**src/rtl/matmul_pkg.sv**
```systemverilog
// -----------------------------------------------------------------------------
// matmul_pkg
//   Types and derived-size helpers used by the multi-matmul wrapper and its
//   output drain. All size helpers are constant functions, so parameter
//   declarations can call them.
//
//   state_e           : drain FSM states (IDLE, CAPT, DRAIN, DONE)
//   calc_beat_w()     : bits per beat   = WIDTH_OUT * CHUNK_SIZE
//   calc_slices()     : beats per lane  = NUM_CORES_A * NUM_CORES_B * TOTAL_MODULES
//   calc_lane_w()     : bits per lane   = BEAT_W * SLICES
//   calc_beats()      : beats per frame = TOTAL_INPUT_W * SLICES
//   calc_cnt_w()      : counter width able to index n items (at least 1 bit)
// -----------------------------------------------------------------------------
package matmul_pkg;

  typedef enum logic [1:0] {
    ST_IDLE  = 2'd0,
    ST_CAPT  = 2'd1,
    ST_DRAIN = 2'd2,
    ST_DONE  = 2'd3
  } state_e;

  function automatic int calc_beat_w(input int width_out, input int chunk_size);
    return width_out * chunk_size;
  endfunction

  function automatic int calc_slices(input int cores_a, input int cores_b,
                                     input int modules);
    return cores_a * cores_b * modules;
  endfunction

  function automatic int calc_lane_w(input int beat_w, input int slices);
    return beat_w * slices;
  endfunction

  function automatic int calc_beats(input int lanes, input int slices);
    return lanes * slices;
  endfunction

  // A single-item counter still needs one bit of storage.
  function automatic int calc_cnt_w(input int n);
    return (n > 1) ? $clog2(n) : 1;
  endfunction

endpackage

```
**src/rtl/matmul_beat_mux.sv**
```systemverilog
// -----------------------------------------------------------------------------
// matmul_beat_mux
//   Combinational beat selector. Beat k of a frame is slice (k % SLICES) of
//   lane (k / SLICES); slice 0 occupies the LSBs of the lane word.
//
//   Ports
//     buf_i        in  LANE_W x LANES   captured lane words
//     beat_idx_i   in  CNT_W            beat index within the frame
//     beat_data_o  out BEAT_W           selected beat payload
// -----------------------------------------------------------------------------
module matmul_beat_mux
  import matmul_pkg::*;
#(
  parameter int BEAT_W = 64,
  parameter int SLICES = 8,
  parameter int LANES  = 2,
  parameter int CNT_W  = 4,
  localparam int LANE_W = calc_lane_w(BEAT_W, SLICES)
) (
  input  logic [LANE_W-1:0] buf_i [LANES],
  input  logic [CNT_W-1:0]  beat_idx_i,
  output logic [BEAT_W-1:0] beat_data_o
);

  // Flat compare against every (lane, slice) pair; indices outside the frame
  // select zero.
  always_comb begin
    beat_data_o = '0;
    for (int l = 0; l < LANES; l++) begin
      for (int s = 0; s < SLICES; s++) begin
        if (beat_idx_i == CNT_W'(l * SLICES + s)) begin
          beat_data_o = buf_i[l][s*BEAT_W +: BEAT_W];
        end
      end
    end
  end

endmodule

```
**src/rtl/multi_matmul_out_drain.sv**
```systemverilog
// -----------------------------------------------------------------------------
// multi_matmul_out_drain
//   Captures every lane result of the multi-matmul wrapper on the rising edge
//   of acc_done_wrap, then streams the frame one BEAT_W chunk per beat into a
//   BRAM write port under valid/ready handshaking.
//
//   Ports
//     clk               in   clock
//     rst_n             in   asynchronous active-low reset
//     acc_done_wrap     in   accumulation done level (rising edge starts a frame)
//     out_multi_matmul  in   LANE_W x TOTAL_INPUT_W per-lane results
//     base_addr         in   first write address, sampled with the lanes
//     out_valid         out  beat valid
//     out_ready         in   sink accepts beat
//     out_data          out  beat payload
//     out_addr          out  beat write address (base + beat, wraps)
//     out_last          out  final beat of the frame
//     busy              out  frame in progress (CAPT / DRAIN / DONE)
//     frame_done        out  one-cycle pulse after the last beat is accepted
//     overrun           out  one-cycle pulse: start edge seen while busy, dropped
// -----------------------------------------------------------------------------
module multi_matmul_out_drain
  import matmul_pkg::*;
#(
  parameter int WIDTH_OUT     = 16,
  parameter int CHUNK_SIZE    = 4,
  parameter int NUM_CORES_A   = 4,
  parameter int NUM_CORES_B   = 1,
  parameter int TOTAL_MODULES = 2,
  parameter int TOTAL_INPUT_W = 2,
  parameter int ADDR_WIDTH    = 10,
  localparam int BEAT_W = calc_beat_w(WIDTH_OUT, CHUNK_SIZE),
  localparam int SLICES = calc_slices(NUM_CORES_A, NUM_CORES_B, TOTAL_MODULES),
  localparam int LANE_W = calc_lane_w(BEAT_W, SLICES),
  localparam int BEATS  = calc_beats(TOTAL_INPUT_W, SLICES),
  localparam int CNT_W  = calc_cnt_w(BEATS)
) (
  input  logic                  clk,
  input  logic                  rst_n,
  input  logic                  acc_done_wrap,
  input  logic [LANE_W-1:0]     out_multi_matmul [TOTAL_INPUT_W],
  input  logic [ADDR_WIDTH-1:0] base_addr,
  output logic                  out_valid,
  input  logic                  out_ready,
  output logic [BEAT_W-1:0]     out_data,
  output logic [ADDR_WIDTH-1:0] out_addr,
  output logic                  out_last,
  output logic                  busy,
  output logic                  frame_done,
  output logic                  overrun
);

  localparam logic [CNT_W-1:0] LAST_BEAT = CNT_W'(BEATS - 1);

  state_e                  state_q;
  logic                    acc_done_q;
  logic                    start;
  logic                    fire;
  logic [CNT_W-1:0]        beat_q;
  logic [CNT_W-1:0]        beat_d;
  logic                    valid_q;
  logic                    last_q;
  logic                    busy_q;
  logic                    done_q;
  logic                    ovr_q;
  logic [LANE_W-1:0]       buf_q [TOTAL_INPUT_W];
  logic [ADDR_WIDTH-1:0]   base_q;
  logic [BEAT_W-1:0]       mux_data;

  assign start  = acc_done_wrap & ~acc_done_q;
  assign fire   = valid_q & out_ready;
  assign beat_d = beat_q + CNT_W'(1);

  // ---- edge detect ----------------------------------------------------------
  always_ff @(posedge clk or negedge rst_n) begin
    if (!rst_n) begin
      acc_done_q <= 1'b0;
    end else begin
      acc_done_q <= acc_done_wrap;
    end
  end

  // ---- capture buffer -------------------------------------------------------
  // Data-only storage: loaded only on an accepted start, so later changes on
  // the inputs cannot disturb a frame already being drained.
  always_ff @(posedge clk) begin
    if (state_q == ST_IDLE && start) begin
      buf_q  <= out_multi_matmul;
      base_q <= base_addr;
    end
  end

  // ---- drain FSM ------------------------------------------------------------
  always_ff @(posedge clk or negedge rst_n) begin
    if (!rst_n) begin
      state_q <= ST_IDLE;
      beat_q  <= '0;
      valid_q <= 1'b0;
      last_q  <= 1'b0;
      busy_q  <= 1'b0;
      done_q  <= 1'b0;
      ovr_q   <= 1'b0;
    end else begin
      // A start edge outside IDLE is dropped and flagged one cycle later.
      ovr_q  <= start && (state_q != ST_IDLE);
      done_q <= 1'b0;
      case (state_q)
        ST_IDLE: begin
          if (start) begin
            state_q <= ST_CAPT;
            busy_q  <= 1'b1;
            beat_q  <= '0;
          end
        end
        ST_CAPT: begin
          state_q <= ST_DRAIN;
          valid_q <= 1'b1;
          last_q  <= (LAST_BEAT == '0);
        end
        ST_DRAIN: begin
          // Only a transfer moves the beat; during a stall everything holds.
          if (fire) begin
            if (beat_q == LAST_BEAT) begin
              state_q <= ST_DONE;
              valid_q <= 1'b0;
              last_q  <= 1'b0;
              done_q  <= 1'b1;
            end else begin
              beat_q <= beat_d;
              last_q <= (beat_d == LAST_BEAT);
            end
          end
        end
        ST_DONE: begin
          state_q <= ST_IDLE;
          busy_q  <= 1'b0;
        end
        default: begin
          state_q <= ST_IDLE;
          valid_q <= 1'b0;
          last_q  <= 1'b0;
          busy_q  <= 1'b0;
        end
      endcase
    end
  end

  // ---- beat select ----------------------------------------------------------
  matmul_beat_mux #(
    .BEAT_W (BEAT_W),
    .SLICES (SLICES),
    .LANES  (TOTAL_INPUT_W),
    .CNT_W  (CNT_W)
  ) u_beat_mux (
    .buf_i       (buf_q),
    .beat_idx_i  (beat_q),
    .beat_data_o (mux_data)
  );

  // Payload and address are forced to zero outside a valid beat so the
  // uninitialised buffer never shows on the port after reset.
  assign out_valid  = valid_q;
  assign out_last   = last_q;
  assign busy       = busy_q;
  assign frame_done = done_q;
  assign overrun    = ovr_q;
  assign out_data   = valid_q ? mux_data : '0;
  assign out_addr   = valid_q ? (base_q + ADDR_WIDTH'(beat_q)) : '0;

endmodule
```
**config.mk**
```make
export PLATFORM = sky130hd
export DESIGN_NAME = multi_matmul_out_drain
export DESIGN_NICKNAME = d
export VERILOG_FILES = /design/src/rtl/matmul_pkg.sv /design/src/rtl/matmul_beat_mux.sv /design/src/rtl/multi_matmul_out_drain.sv
export SDC_FILE = /design/constraint.sdc
export NUM_CORES = 1
export LEC_CHECK = 0
export CAP_MARGIN = 20
export CORE_AREA = 10 10 428 430
export DETAILED_ROUTE_END_ITERATION = 10
export DIE_AREA = 0 0 438 440
export MAX_ROUTING_LAYER = met4
export PLACE_DENSITY = 0.53
export SETUP_SLACK_MARGIN = 0.15
export SLEW_MARGIN = 25
export SYNTH_ARGS = -nofsm -noshare
export SYNTH_HDL_FRONTEND = slang
export SYNTH_HIERARCHICAL = 1
export SYNTH_SLANG_ARGS = --single-unit
```
**constraint.sdc**
```tcl
create_clock -name clk -period 114.7 [get_ports clk]
set_clock_uncertainty 0.1 [all_clocks]
set_input_delay 22.94 -clock clk [delete_from_list [all_inputs] [get_ports clk]]
set_output_delay 22.94 -clock clk [all_outputs]
set_load 0.01 [all_outputs]
```
==> summary.md <==
| Metric | Value |
|---|---|
| First-pass GRT wire length | 276,000 um |
| Cells after Synth | 2,949 |
| Worst slew pin tran | 1110 ps |
| Initial core utilization | 0.247 |
| I/O pin count | 1,117 |
| Finish-stage setup viols | 0 |
| Maximum clock frequency | 0.0351 GHz |
| Reg2Reg Depth | 8 |
| CTS clock-pin slew for the worst setup and hold paths | 60 ps |
| Total number of vias | 31,900 |
| Area taken by multi-input logic gates | 0.0107 mm2 |
| Critical Path End | out_data[12] |
| Core area | 0.175 mm2 |
| Cts bufs inserted | 119 |
| P_leak | 19.5 nW |
| Post-Syn Area | 0.0432 mm2 |
| RSZ-0062 raised after global routing | no |
| Register area | 0.0314 mm2 |
| Status | finished clean |
| Critical Path Fanout Max | 57 |
| Final period util | 0.248 |
| Die X | 438 um |
| Fillcell total | 17,200 |
| Starting DRT DRC Count | 3,845 |
| Minimum clock period | 28,470 ps |
| # resized after CTS | 0 |
| Initial antenna violation count | 128 |
| Postcts setup bufs | 0 |
| Die Span Y | 440 um |
| Worst Hold Class | reg2reg |
| Setup crit start kind | flop |
| Clock Sinks | 1,046 |
| Cell Rows | 154 |
| Placer congestion estimate | 0.896 |
| WL final | 213,000 um |
| Ys Warns | 6 |
| Seq/Total Area, Yosys | 0.727 |
| Ys async rst share | 0.0115 |
| Clock buffer depth | 3 |
| Drt drc | 0 |
| Dominant synthesized flop cell | edfxtp_1 |
| DR WL/cell | 32.5 um |
| Vias in the first global route | 31,800 |
| Crit end category | output pin |
| Clk_lat worst skew | 750 ps |
| Share of layout cells above drive strength 1 | 0.0784 |
| Final setup TNS | 0 ps |
| Commonest non-fill, non-tap cell in the layout | clkdlybuf4s50_1 |
| Synth top area share | 0.720 |
| Worst r2r src | state_q[0]$_DFFE_PN0P_ |
| Unique masters post-synth | 76 |
| Largest net degree at the start of global routing | 163 |
| Cells after DPL | 6,233 |
| Syn Area/Cell | 14.6 um2 |
| Total die area | 0.193 mm2 |
| Post-synthesis net count | 3,997 |
| Mean number of vias per cell | 4.87 |
| Port Buffers | 1,116 |
| Most frequent cells in the layout | clkdlybuf4s50_1, edfxtp_1, a21oi_1, o21ai_0, nand2_1 |
| Fin cells | 6,561 |
| Post-synth EDFFs | 1,034 |
| Max Slew Vio Count | 0 |
| Critical Path RT | 91,660 ps |
| Post-detail-place hpwl | 158,000 um |
| Nets | 5,062 |
| WHS | 386 ps |
| Root buffer cell | clkbuf_16 |
| Synth area leader | edfxtp_1 |
| Max VDD drop | 0.0148 mV |
| Antenna-violating nets left | 0 |
| Kind of critical path | reg2out |
| H-tree depth | 3 |
| Area delta synth->final | 41.0% |
| Synth top area cells | edfxtp_1, a21oi_1, o21ai_0 |
| Max Cap Viol | 0 |
| GRT overflow | 0 |
| Reg2Reg Setup Slack | 109,360 ps |
| Pre-Repair DR Iteration Count | 6 |
| Reg-to-reg endpoint | buf_q[522]$_DFFE_PP_ |
| Final hold vios | 0 |
| Worst rel slew slack | 0.260 |
| Worst path arrival time | 5430 ps |
| GRT Util Overall | 0.214 |
| Power Dens Cells | 22.5 mW/mm2 |
| Cts hold-fix bufs | 0 |
| Post-synthesis register bit count | 1,046 |
| Crit path from | beat_q[2]$_DFFE_PN0P_ |
| TritonCTS clock tree | yes |
logic make-up (layout without fill, tap and decap cells):
family	count (synthesis)	in the layout	synth area share
xor+xnor	4	4	0.000812
simple gates	582	582	0.0658
flops	1046	1046	0.727
compound gates	943	943	0.143
buf+inv	248	1418	0.0281
other cells	0	102	0
fa+ha+maj	10	10	0.00307
mux	116	116	0.0322
routing by layer:
| metal | part of all wire | global-route usage |
|---|---|---|
| met5 | 0 | - |
| met3 | 0.081 | 0.0548 |
| met1 | 0.38 | 0.250 |
| met2 | 0.50 | 0.349 |
| met4 | 0.035 | 0.0951 |
metrics by stage:
stage	setup WS (ps)	cell area [um2]	utilization	power [W]
floorplan	46260	43200	-	0.000823
global placement	86470	56700	0.324	0.000988
detailed placement	86340	56700	0.324	0.000991
CTS	86120	60600	0.346	0.00138
global route	86010	60800	0.348	0.00142
finish	86230	60800	0.348	0.00137
flip-flops by register name, indices dropped and copies added (netlist names):
name,flops
beat_q,4
out_valid,1
frame_done,1
state_q,2
out_last,1
busy,1
base_q,10
acc_done_q,1
overrun,1
buf_q,1024
critical path, cell delays in order (launching register included):
cell and delay, ps:
dfrtp_4 720, nor2b_4 910, buf_4 540, buf_4 660, a21oi_1 80, a2bb2oi_1 170, o221ai_1 430, o2bb2ai_1 190
and2_1 220, clkdlybuf4s50_1 570
worst min-delay path by stage:
| stage | from | endpoint | slack, ps | cells past startpoint |
|---|---|---|---|---|
| 2_1_floorplan | state_q[0]$_DFFE_PN0P_ | state_q[0]$_DFFE_PN0P_ | 390 | 1 |
| 3_3_place_gp | out_last$_DFFE_PN0P_ | out_last$_DFFE_PN0P_ | 370 | 2 |
| 3_5_place_dp | out_last$_DFFE_PN0P_ | out_last$_DFFE_PN0P_ | 380 | 2 |
| 4_1_cts | out_last$_DFFE_PN0P_ | out_last$_DFFE_PN0P_ | 390 | 2 |
| 5_1_grt | out_last$_DFFE_PN0P_ | out_last$_DFFE_PN0P_ | 410 | 2 |
| 6_report | out_last$_DFFE_PN0P_ | out_last$_DFFE_PN0P_ | 390 | 2 |
synth_stat cells (all sizes together), types with 30 or more instances:
cell type,n
mux2i,59
o21ai,233
buf,126
nor2,142
edfxtp,1034
a2bb2oi,30
o2bb2ai,33
and2,68
o22ai,71
a21oi,221
a21o,65
o221ai,66
nand2b,75
nand3,44
a22oi,53
a211oi,34
mux2,44
nand2,179
clkbuf,100
area by class of cell:
type | instances | share of cell area
well taps | 2340 | 0.0481
flip-flops and latches | 1046 | 0.516
clock buffers | 139 | 0.0505
inverters | 22 | 0.00146
multi-input cells | 1655 | 0.176
repair buffers | 1170 | 0.191
diodes | 102 | 0.00420
clock inverters | 87 | 0.0132
power by group:
group          switching (W)  total (W)  internal, W
logic               0.000300   0.000495     0.000196
registers          0.0000189   0.000487     0.000468
clock network       0.000168   0.000384     0.000217
Power figures use the tool's default switching activity.
